[src/rtl/serdes_tx_sequencer.sv]
// Bring-up and link controller for one 10:1 TMDS serializer lane: qualifies PLL lock,
// sequences serializer reset and training, then passes live parallel words through.
module serdes_tx_sequencer #(
   parameter int                        KPARALLELWIDTH     = 10,
   parameter int                        LOCK_STABLE_CYCLES = 1024,
   parameter int                        SER_RST_CYCLES     = 16,
   parameter int                        TRAIN_WORDS        = 64,
   parameter logic [KPARALLELWIDTH-1:0] TRAIN_PATTERN_A    = 10'b1101010100,
   parameter logic [KPARALLELWIDTH-1:0] TRAIN_PATTERN_B    = 10'b0010101011,
   parameter logic [KPARALLELWIDTH-1:0] IDLE_WORD          = 10'b1101010100
) (
   input  logic                      pixelclk,
   input  logic                      rstn,
   input  logic                      pll_lock,
   input  logic                      enable,
   input  logic                      retrain,
   input  logic [KPARALLELWIDTH-1:0] pdata_in,
   output logic                      data_ready,
   output logic [KPARALLELWIDTH-1:0] pdataout,
   output logic                      oser_rstn,
   output logic                      link_up,
   output logic [2:0]                state_o
);

   localparam int CNT_MAX_A = (LOCK_STABLE_CYCLES > SER_RST_CYCLES) ? LOCK_STABLE_CYCLES : SER_RST_CYCLES;
   localparam int CNT_MAX   = (CNT_MAX_A > TRAIN_WORDS) ? CNT_MAX_A : TRAIN_WORDS;
   localparam int CNT_W     = $clog2(CNT_MAX + 1);

   typedef enum logic [2:0] {
      S_IDLE      = 3'd0,
      S_WAIT_LOCK = 3'd1,
      S_STABLE    = 3'd2,
      S_SER_RST   = 3'd3,
      S_TRAIN     = 3'd4,
      S_RUN       = 3'd5
   } state_t;

   state_t                    r_state;
   state_t                    w_state_nxt;
   logic [CNT_W-1:0]          r_cnt;
   logic [CNT_W-1:0]          w_cnt_nxt;
   logic                      r_sync1;
   logic                      r_sync2;
   logic                      w_lock_s;
   logic [KPARALLELWIDTH-1:0] r_pdata;
   logic [KPARALLELWIDTH-1:0] w_pdata_nxt;
   logic                      r_oser_rstn;
   logic                      r_link_up;

   assign w_lock_s = r_sync2;

   // pll_lock is asynchronous to pixelclk; two flops before any decision uses it.
   // NOTE: sequential state uses non-blocking (<=) so every flop samples pre-edge values.
   always_ff @(posedge pixelclk or negedge rstn) begin
      if (!rstn) begin
         r_sync1 <= 1'b0;
         r_sync2 <= 1'b0;
      end else begin
         r_sync1 <= pll_lock;
         r_sync2 <= r_sync1;
      end
   end

   // NOTE: every always_comb output gets a default first so no path infers a latch.
   always_comb begin
      w_state_nxt = S_IDLE;
      w_cnt_nxt   = '0;
      case (r_state)
         S_IDLE:      w_state_nxt = enable ? S_WAIT_LOCK : S_IDLE;
         S_WAIT_LOCK: w_state_nxt = w_lock_s ? S_STABLE : S_WAIT_LOCK;
         S_STABLE: begin
            if (r_cnt == CNT_W'(LOCK_STABLE_CYCLES - 1)) begin
               w_state_nxt = S_SER_RST;
            end else begin
               w_state_nxt = S_STABLE;
               w_cnt_nxt   = r_cnt + 1'b1;
            end
         end
         S_SER_RST: begin
            if (r_cnt == CNT_W'(SER_RST_CYCLES - 1)) begin
               w_state_nxt = S_TRAIN;
            end else begin
               w_state_nxt = S_SER_RST;
               w_cnt_nxt   = r_cnt + 1'b1;
            end
         end
         S_TRAIN: begin
            if (r_cnt == CNT_W'(TRAIN_WORDS - 1)) begin
               w_state_nxt = S_RUN;
            end else begin
               w_state_nxt = S_TRAIN;
               w_cnt_nxt   = r_cnt + 1'b1;
            end
         end
         S_RUN:       w_state_nxt = retrain ? S_TRAIN : S_RUN;
         default:     w_state_nxt = S_IDLE;
      endcase

      // Overrides in priority order: shutdown beats lock loss beats normal flow.
      if (!w_lock_s && (r_state inside {S_STABLE, S_SER_RST, S_TRAIN, S_RUN})) begin
         w_state_nxt = S_WAIT_LOCK;
         w_cnt_nxt   = '0;
      end
      if (!enable) begin
         w_state_nxt = S_IDLE;
         w_cnt_nxt   = '0;
      end
   end

   always_comb begin
      w_pdata_nxt = IDLE_WORD;
      if (w_state_nxt == S_TRAIN) begin
         w_pdata_nxt = w_cnt_nxt[0] ? TRAIN_PATTERN_B : TRAIN_PATTERN_A;
      end else if ((w_state_nxt == S_RUN) && (r_state == S_RUN)) begin
         w_pdata_nxt = pdata_in;
      end
   end

   // Outputs are decoded from the next state so they change on the same edge as r_state.
   always_ff @(posedge pixelclk or negedge rstn) begin
      if (!rstn) begin
         r_state     <= S_IDLE;
         r_cnt       <= '0;
         r_pdata     <= IDLE_WORD;
         r_oser_rstn <= 1'b0;
         r_link_up   <= 1'b0;
      end else begin
         r_state     <= w_state_nxt;
         r_cnt       <= w_cnt_nxt;
         r_pdata     <= w_pdata_nxt;
         r_oser_rstn <= (w_state_nxt == S_TRAIN) || (w_state_nxt == S_RUN);
         r_link_up   <= (w_state_nxt == S_RUN);
      end
   end

   assign pdataout   = r_pdata;
   assign oser_rstn  = r_oser_rstn;
   assign link_up    = r_link_up;
   assign data_ready = r_link_up;
   assign state_o    = r_state;

endmodule

[config.mk]
export PLATFORM = sky130hd
export DESIGN_NAME = serdes_tx_sequencer
export DESIGN_NICKNAME = d
export VERILOG_FILES = /design/src/rtl/serdes_tx_sequencer.sv
export SDC_FILE = /design/constraint.sdc
export NUM_CORES = 1
export LEC_CHECK = 0
export ABC_AREA = 0
export CAP_MARGIN = 0
export CORE_ASPECT_RATIO = 0.8
export CORE_MARGIN = 2
export CORE_UTILIZATION = 25
export DETAILED_ROUTE_END_ITERATION = 6
export PLACE_DENSITY = 0.47
export SYNTH_ARGS = -nofsm -noshare
export SYNTH_HDL_FRONTEND = slang
export SYNTH_SLANG_ARGS = --single-unit
[constraint.sdc]
create_clock -name pixelclk -period 5.1 [get_ports pixelclk]
set_clock_uncertainty 0.15 [all_clocks]
set_input_delay 1.275 -clock pixelclk [delete_from_list [all_inputs] [get_ports pixelclk]]
set_output_delay 1.275 -clock pixelclk [all_outputs]
set_load 0.03 [all_outputs]
==> flow_metrics.env, run 1 <==
export IMPL_setup_violations=0
export IMPL_hpwlAfterDp_um=2270
export IMPL_via_per_inst=4.99
export IMPL_cp_data_arrival_time_ns=1.59
export IMPL_drive_above_1_share_pct=11.3
export IMPL_slew_viol_final=0
export IMPL_clock_fmax_mhz=332
export IMPL_irDropWorstVdd_mv=0.0895
export IMPL_layout_nets=168
export IMPL_regArea_um2=707
export IMPL_ant_nets=0
export IMPL_path_delay_family="buffers and inverters"
export IMPL_drc=0
export IMPL_n_fill_cell=539
export IMPL_power_density_nw_per_um2=223
export IMPL_cts_sinks=28
export IMPL_ys_ff_latch=28
export IMPL_core_area_um2=5410
export IMPL_dieArea_um2=6150
export IMPL_synth_warnings=0
export IMPL_crit_type="flip-flop to output port"
export IMPL_ys_seq_area_share_pct=51.1
export IMPL_gr_total_overflow=0
export IMPL_grt_max_degree=16
export IMPL_reg2reg_to="r_cnt[8]$_DFF_PN0_"
export IMPL_io_pins=31
export IMPL_netlist_area_um2=1380
export IMPL_place_area_um2=1720
export IMPL_slowest_delay_ns=0.75
export IMPL_cp_max_fo=13
export IMPL_p_leak_nw=0.692
export IMPL_drtIter0Drc=65
export IMPL_worst_slew_pin_slew_ns=0.777
export IMPL_rsz0062_at_grt="no"
export IMPL_rows=24
export IMPL_n_antenna_cell=0
export IMPL_cp_required_ns=3.67
export IMPL_max_cap_violations=0
export IMPL_pre_cts_ws_ns=1.88
export IMPL_post_cts_buffers=0
export IMPL_crit_path_end_kind="output port"
export IMPL_insertion_delay_ns=0.27
export IMPL_numCtsBuffers=3
export IMPL_cts_tree="yes"
export IMPL_firstDrtPassIters=4
export IMPL_cp_cell_sequence="clkdlybuf4s50_1"
export IMPL_hold_class="flip-flop to flip-flop"
export IMPL_path_buf_inv=1
export IMPL_grt_pass1_wl_um=5050
export IMPL_grt_pass1_vias=1045
export IMPL_synth_edff_count=0
export IMPL_fin_setup_tns_ns=0
export IMPL_reg2reg_from="r_cnt[0]$_DFF_PN0_"
export IMPL_run_status="finished, final reports clean"
export IMPL_drt_wl_total_um=3030
export IMPL_worst_r2r_cell_count=5
export IMPL_synth_cell_types=44
export IMPL_max_slew_margin_pct=47.9
export IMPL_finalWorstSetupSlack_ns=2.09
export IMPL_clockBufferDepth=2
export IMPL_cts_max_level=1
export IMPL_synth_cells=125
export IMPL_cts_resized=0
export IMPL_syn_avg_cell_area_um2=11.1
export IMPL_min_period_ns=3.01
export IMPL_gp_congestion=0.725
export IMPL_syn_num_nets=141
export IMPL_portBuffers=30
export IMPL_reg2reg_setup_slack_ns=2.82
export IMPL_async_flop_share_pct=100
export IMPL_cp_start_kind="flip-flop"
export IMPL_cts_root_buf="clkbuf_8"
export IMPL_die_y_um=70.5
export IMPL_wl_per_cell_um=14.0
export IMPL_finalHoldViolCount=0
export IMPL_postLayoutCellArea_um2=1770
export IMPL_initial_core_util_pct=25.6
export IMPL_crit_end="state_o[0]"
export IMPL_antenna_found_initial=0
export IMPL_startpoint="state_o[0]$_DFF_PN0_"
export IMPL_cts_hold_buf=0
export IMPL_syn_to_final_growth_pct=28.1
export IMPL_multi_input_area_um2=614
export IMPL_path_clk_slew_ns=0.09
export IMPL_post_route_period_util_pct=59.1
export IMPL_die_w_um=87.2
export IMPL_critPathSlowestCell="clkdlybuf4s50_1"
export IMPL_vias=1077
export IMPL_path_depth=1
export IMPL_grtUsageTotal_pct=10.4
export IMPL_synth_main_ff_cell="dfrtp_1"
## cell usage in the layout, fill, tap and decap left out, types with 2 or more instances in the layout
cell type | synthesis | routed
a21boi_0 | 2 | 2
a31oi_1 | 5 | 5
a32o_1 | 5 | 5
a41o_1 | 2 | 2
a41oi_1 | 2 | 2
and4_1 | 2 | 2
and4_2 | 2 | 2
clkbuf_8 | 0 | 4
clkdlybuf4s50_1 | 0 | 30
dfrtp_1 | 23 | 23
dfstp_2 | 5 | 5
inv_1 | 2 | 2
nand2_1 | 5 | 5
nand2b_1 | 2 | 2
nand3_1 | 3 | 3
nand4_1 | 5 | 5
nor2_1 | 13 | 13
nor2b_1 | 3 | 3
nor3_1 | 5 | 5
xnor2_1 | 3 | 3
xor2_1 | 6 | 6
## routing by layer
metal,global-route usage [%],share of wire [%]
met1,13.9,48
met2,16.9,48
met3,1.75,3.3
met4,4.10,1.2
met5,0,0
## power breakdown
part | internal (mW) | total (mW) | switching (mW)
Clock | 0.0690 | 0.133 | 0.0643
Combinational | 0.0166 | 0.0343 | 0.0177
Sequential | 0.224 | 0.228 | 0.00400
## worst min path at each step
| stage | to | slack, ns | from | cells past startpoint |
|---|---|---|---|---|
| detailed placement | r_sync2$_DFF_PN0_ | 0.18 | r_sync1$_DFF_PN0_ | 0 |
| CTS | r_sync2$_DFF_PN0_ | 0.21 | r_sync1$_DFF_PN0_ | 0 |
| floorplan | r_sync2$_DFF_PN0_ | 0.18 | r_sync1$_DFF_PN0_ | 0 |
| global route | r_sync2$_DFF_PN0_ | 0.24 | r_sync1$_DFF_PN0_ | 0 |
| finish | r_sync2$_DFF_PN0_ | 0.20 | r_sync1$_DFF_PN0_ | 0 |
| global placement | r_sync2$_DFF_PN0_ | 0.18 | r_sync1$_DFF_PN0_ | 0 |
## cell families (layout without fill, tap and decap cells)
kind of cell | after synthesis | after routing | synth area share, %
simple gates | 51 | 51 | 22.0
flops | 28 | 28 | 51.1
compound gates | 25 | 25 | 15.8
buf+inv | 11 | 37 | 4.52
xor+xnor | 9 | 9 | 5.70
fa+ha+maj | 1 | 1 | 0.904
## per-stage QoR
step / util [%] / cells / power (mW) / hold slack, ns
floorplan: - / 125 / 0.247 / 0.181
global placement: 31.8 / 212 / 0.266 / 0.184
detailed placement: 31.8 / 212 / 0.267 / 0.185
CTS: 32.8 / 216 / 0.405 / 0.207
global route: 32.8 / 216 / 0.417 / 0.242
finish: 32.8 / 216 / 0.396 / 0.204
## sequential cells by signal (all words and copies together), names as in the netlist
name and count:
pdataout 10, r_cnt 11, state_o 3, data_ready 1, r_sync2 1, r_sync1 1, oser_rstn 1
## layout make-up
class	count	area share [%]
clock buffers	4	3.11
repair buffers	31	17.4
flip-flops and latches	28	39.9
multi-input cells	86	34.7
inverters	2	0.423
well taps	65	4.59
## synth_stat cells, types with 2 or more instances
cell / count / share of area [%]
nor2b_1: 3 / 1.4
buf_4: 2 / 1.1
a41oi_1: 2 / 1.3
nand3_1: 3 / 1.1
nand2_1: 5 / 1.4
a41o_1: 2 / 1.4
dfrtp_1: 23 / 42
nor2_1: 13 / 3.5
inv_1: 2 / 0.54
xor2_1: 6 / 3.8
nand4_1: 5 / 2.3
dfstp_2: 5 / 9.5
xnor2_1: 3 / 1.9
nand2b_1: 2 / 0.90
nor3_1: 5 / 1.8
and4_1: 2 / 1.3
a31oi_1: 5 / 2.3
buf_2: 5 / 1.8
and4_2: 2 / 1.4
a21boi_0: 2 / 1.1
a32o_1: 5 / 3.6
## worst register-to-register path: cells and delay by family (launching register included)
kind / cells / cell delay [ns]
compound gates: 2 / 0.88
fa+ha+maj: 1 / 0.24
flops: 1 / 0.42
simple gates: 2 / 0.44
No activity file was read; power rests on OpenSTA's default activity.
==> run 2: changes to the inputs <==
clock period = 3 ns   (was 5.1 ns; I/O delays follow)
==> run 2 against run 1 <==
Via count rose by 1.1%. Die area did not move. Non-clock buffer count did not move. Power rose by 88%. Critical path type unchanged. Critical endpoint unchanged. Highest routed layer unchanged.
==> flow_metrics.env, run 2 (synthesis results as in run 1) <==
export IMPL_cts_sinks=28
export IMPL_cp_data_arrival_time_ns=1.61
export IMPL_drtIter0Drc=51
export IMPL_crit_type="flip-flop to output port"
export IMPL_cp_max_fo=13
export IMPL_crit_path_end_kind="output port"
export IMPL_slowest_delay_ns=0.75
export IMPL_drt_wl_total_um=3120
export IMPL_setup_violations=0
export IMPL_cp_cell_sequence="clkdlybuf4s50_1"
export IMPL_clock_fmax_mhz=399
export IMPL_n_fill_cell=542
export IMPL_rsz0062_at_grt="no"
export IMPL_core_area_um2=5410
export IMPL_irDropWorstVdd_mv=0.151
export IMPL_grt_pass1_wl_um=5270
export IMPL_run_status="finished, final reports clean"
export IMPL_post_cts_buffers=0
export IMPL_antenna_found_initial=0
export IMPL_drive_above_1_share_pct=11.3
export IMPL_cts_tree="yes"
export IMPL_insertion_delay_ns=0.27
export IMPL_post_route_period_util_pct=83.5
export IMPL_power_density_nw_per_um2=416
export IMPL_max_cap_violations=0
export IMPL_layout_nets=168
export IMPL_final_cell_mix="clkdlybuf4s50_1 (30), dfrtp_1 (23), nor2_1 (13), xor2_1 (6)"
export IMPL_power_total_mw=0.744
export IMPL_portBuffers=30
export IMPL_hold_class="flip-flop to flip-flop"
export IMPL_cts_root_buf="clkbuf_8"
export IMPL_gp_congestion=0.743
export IMPL_die_y_um=70.5
export IMPL_finalHoldViolCount=0
export IMPL_p_leak_nw=0.699
export IMPL_path_buf_inv=1
export IMPL_clockBufferDepth=2
export IMPL_vias=1089
export IMPL_max_slew_margin_pct=50.0
export IMPL_path_clk_slew_ns=0.10
export IMPL_syn_to_final_growth_pct=29.3
export IMPL_final_common_cell="clkdlybuf4s50_1"
export IMPL_rows=24
export IMPL_path_delay_family="buffers and inverters"
export IMPL_grt_pass1_vias=1103
export IMPL_grtUsageTotal_pct=10.9
export IMPL_initial_core_util_pct=25.6
export IMPL_critPathSlowestCell="clkdlybuf4s50_1"
export IMPL_firstDrtPassIters=4
export IMPL_cts_max_level=1
export IMPL_utilization_pct=33.1
export IMPL_slew_viol_final=0
export IMPL_numCtsBuffers=3
export IMPL_io_pins=31
export IMPL_cts_resized=0
export IMPL_wl_per_cell_um=14.4
export IMPL_cp_start_kind="flip-flop"
export IMPL_cts_hold_buf=0
export IMPL_min_period_ns=2.51
export IMPL_die_w_um=87.2
export IMPL_max_flop_register="r_cnt"
export IMPL_multi_input_area_um2=614
export IMPL_fin_setup_tns_ns=0
export IMPL_cp_required_ns=2.10
export IMPL_n_antenna_cell=0
export IMPL_drc=0
export IMPL_grt_max_degree=29
export IMPL_via_per_inst=5.04
export IMPL_ant_nets=0
export IMPL_largest_reg_flops=11
export IMPL_regArea_um2=707
export IMPL_gr_total_overflow=0
export IMPL_hpwlAfterDp_um=2310
export IMPL_dieArea_um2=6150
export IMPL_worst_slew_pin_slew_ns=0.745
==> run 2: changes by cell type in the layout (fill, tap and decap cells not counted), sizes merged <==
cell,change
bufinv,+1
clkbuf,-1
==> run 2: worst paths after layout <==
path | cells past startpoint | start | to | slack (ns)
min in group asynchronous | 2 | rstn | pdataout[5]$_DFF_PN0_ | 0.69
worst max register to register | 5 | r_cnt[0]$_DFF_PN0_ | r_cnt[8]$_DFF_PN0_ | 0.72
max in group asynchronous | 2 | rstn | pdataout[4]$_DFF_PN1_ | 1.71
worst min-delay path | 0 | r_sync1$_DFF_PN0_ | r_sync2$_DFF_PN0_ | 0.21
worst max-delay path | 1 | state_o[0]$_DFF_PN0_ | state_o[0] | 0.49
worst min register to register | 0 | r_sync1$_DFF_PN0_ | r_sync2$_DFF_PN0_ | 0.21
==> run 2: power by group <==
| group | switching [mW] | total (mW) | internal [mW] |
|---|---|---|---|
| Sequential | 0.00709 | 0.388 | 0.381 |
| Combinational | 0.0299 | 0.0581 | 0.0282 |
| Clock | 0.119 | 0.298 | 0.179 |
| Total | 0.156 | 0.744 | 0.588 |
==> run 2: layer usage <==
metal  up-vias  GRT usage (%)  wire [µm]
li1        521              -          -
met1       552           14.6       1470
met2        14           16.9       1530
met3         2           2.10         84
met4         0           5.30         35
met5         -              0          0
==> run 2: per-stage QoR <==
step / cells / worst slack (ns) / instance area (µm²) / hold WS, ns
CTS: 216 / 0.481 / 1790 / 0.210
floorplan: 125 / 1.00 / 1380 / 0.181
finish: 216 / 0.495 / 1790 / 0.209
global route: 216 / 0.433 / 1790 / 0.223
global placement: 212 / 0.406 / 1720 / 0.186
detailed placement: 212 / 0.297 / 1720 / 0.186
==> run 2: cell type report <==
cell class / count / share of cell area [%]
multi-input cells: 86 / 34.3
clock buffers: 3 / 2.31
inverters: 2 / 0.420
clock inverters: 1 / 1.68
flip-flops and latches: 28 / 39.5
well taps: 65 / 4.55
repair buffers: 31 / 17.2
==> run 3: changes to the inputs <==
clock period = 2.5 ns   (was 3 ns; I/O delays follow)
==> run 3 against run 2 <==
Combinational power grew 35%. Critical path type unchanged. Sequential cell count is the same. Global-route usage shrank 0.23 points. Largest cell class unchanged. Clock power grew 20%. Die area is the same. Hold slack lost 0.0031 ns. Register-to-register slack lost 0.37 ns. Sequential power grew 19%. Utilization grew 0.42 points.
==> flow_metrics.env, run 3 (synthesis results as in run 1) <==
export IMPL_cp_required_ns=1.73
export IMPL_max_cap_violations=0
export IMPL_core_area_um2=5410
export IMPL_cp_data_arrival_time_ns=1.55
export IMPL_irDropWorstVdd_mv=0.185
export IMPL_n_antenna_cell=0
export IMPL_clock_fmax_mhz=430
export IMPL_numCtsBuffers=3
export IMPL_gp_congestion=0.722
export IMPL_run_status="finished, final reports clean"
export IMPL_met1_usage_pct=14.5
export IMPL_cts_sinks=28
export IMPL_rsz0062_at_grt="no"
export IMPL_wl_per_cell_um=14.2
export IMPL_vias=1093
export IMPL_path_delay_family="buffers and inverters"
export IMPL_slew_viol_final=0
export IMPL_intPower_mw=0.709
export IMPL_clockBufferDepth=2
export IMPL_cts_max_level=1
export IMPL_crit_type="flip-flop to output port"
export IMPL_via_per_inst=4.99
export IMPL_worstHoldPathCells=0
export IMPL_grt_pass1_wl_um=5140
export IMPL_layout_nets=171
export IMPL_min_period_ns=2.33
export IMPL_grt_max_degree=29
export IMPL_cts_resized=0
export IMPL_critPathSlowestCell="clkdlybuf4s50_1"
export IMPL_worst_r2r_cell_count=5
export IMPL_finalHoldViolCount=0
export IMPL_path_buf_inv=1
export IMPL_grtUsageTotal_pct=10.6
export IMPL_pwr_share_clk_pct=39.9
export IMPL_largest_reg_flops=11
export IMPL_dieArea_um2=6150
export IMPL_post_route_period_util_pct=93.1
export IMPL_drt_wl_total_um=3120
export IMPL_drc=0
export IMPL_n_fill_cell=537
export IMPL_reg2reg_from="r_cnt[0]$_DFF_PN0_"
export IMPL_cts_root_buf="clkbuf_8"
export IMPL_initial_core_util_pct=25.6
export IMPL_worstHoldStart="r_sync1$_DFF_PN0_"
export IMPL_use_met3_pct=1.75
export IMPL_insertion_delay_ns=0.28
export IMPL_firstDrtPassIters=4
export IMPL_ant_nets=0
export IMPL_fin_setup_tns_ns=0
export IMPL_hold_class="flip-flop to flip-flop"
export IMPL_dp_cells=215
export IMPL_antenna_found_initial=0
export IMPL_drtIter0Drc=46
export IMPL_portBuffers=30
export IMPL_slowest_delay_ns=0.74
export IMPL_top_usage_layer="met2"
export IMPL_met2_usage_pct=16.7
export IMPL_p_sw_share_pct=21.1
export IMPL_die_w_um=87.2
export IMPL_path_clk_slew_ns=0.09
export IMPL_final_common_cell="clkdlybuf4s50_1"
export IMPL_drive_above_1_share_pct=13.0
export IMPL_gr_total_overflow=0
export IMPL_setup_violations=0
export IMPL_cp_cell_sequence="clkdlybuf4s50_1"
export IMPL_power_density_nw_per_um2=496
export IMPL_place_area_um2=1740
export IMPL_cts_tree="yes"
export IMPL_p_seq_share_pct=51.3
export IMPL_worst_slew_pin_slew_ns=0.401
export IMPL_max_slew_margin_pct=73.3
export IMPL_final_cell_mix="clkdlybuf4s50_1 (30), dfrtp_1 (23), nor2_1 (13), xor2_1 (6)"
export IMPL_io_pins=31
export IMPL_syn_to_final_growth_pct=30.9
export IMPL_die_y_um=70.5
export IMPL_final_cells=219
export IMPL_crit_path_end_kind="output port"
export IMPL_cp_max_fo=11
export IMPL_reg2reg_to="pdataout[3]$_DFF_PN0_"
export IMPL_max_flop_register="r_cnt"
export IMPL_rows=24
export IMPL_reg2reg_setup_slack_ns=0.35
export IMPL_post_cts_buffers=0
export IMPL_cts_hold_buf=0
export IMPL_postLayoutCellArea_um2=1810
export IMPL_cp_start_kind="flip-flop"
export IMPL_grt_pass1_vias=1078
export IMPL_p_leak_nw=0.713
export IMPL_p_comb_share_pct=8.7
export IMPL_p_switching_mw=0.190
export IMPL_worstHoldEndpoint="r_sync2$_DFF_PN0_"
export IMPL_hpwlAfterDp_um=2270
run 3: how the worst max path moves through the flow:
stage               cells after the start                    end                 start  slack, ns
global route                            1             state_o[2]  state_o[2]$_DFF_PN0_       0.09
finish                                  1             state_o[2]  state_o[2]$_DFF_PN0_       0.17
floorplan                               6  pdataout[0]$_DFF_PN0_    r_cnt[0]$_DFF_PN0_       0.50
CTS                                     1             state_o[2]  state_o[2]$_DFF_PN0_       0.16
detailed placement                      6  pdataout[0]$_DFF_PN0_                enable       0.09
global placement                        6  pdataout[1]$_DFF_PN0_                enable       0.18
run 3: worst register-to-register path, stage by stage, from the launching register on:
cell and delay, ns:
dfrtp_1 0.42, ha_1 0.24, and4_2 0.31, a41oi_2 0.17, or3_4 0.49, a32o_1 0.25
run 3: layout make-up:
cell class | instances | area (µm²) | share of cell area (%)
repair buffers | 34 | 330 | 18.2
flip-flops and latches | 28 | 707 | 39.0
inverters | 2 | 7.51 | 0.414
clock inverters | 1 | 30.0 | 1.66
well taps | 65 | 81.3 | 4.49
multi-input cells | 86 | 614 | 33.9
clock buffers | 3 | 41.3 | 2.28
run 3: per-layer routing:
metal | up-vias | share of wire (%) | wire (µm)
met5 | - | 0 | 0
met4 | 0 | 2.1 | 66
met3 | 7 | 2.8 | 88
met2 | 23 | 49 | 1520
met1 | 537 | 46 | 1440
li1 | 526 | - | -
run 3: metrics by stage:
stage | hold slack [ns] | setup slack [ns] | power, mW | utilization, %
floorplan | 0.179 | 0.503 | 0.504 | -
global placement | 0.184 | 0.178 | 0.548 | 32.2
CTS | 0.208 | 0.156 | 0.909 | 33.5
global route | 0.244 | 0.0886 | 0.936 | 33.5
detailed placement | 0.185 | 0.0850 | 0.549 | 32.2
finish | 0.206 | 0.174 | 0.899 | 33.5
run 3: power groups by stage:
stage	sequential [mW]	clock (mW)	combinational, mW
6_report	0.461	0.359	0.0785
5_1_grt	0.463	0.387	0.0863
4_1_cts	0.462	0.368	0.0797
3_5_place_dp	0.470	0	0.0794
3_3_place_gp	0.470	0	0.0783
2_1_floorplan	0.473	0	0.0312
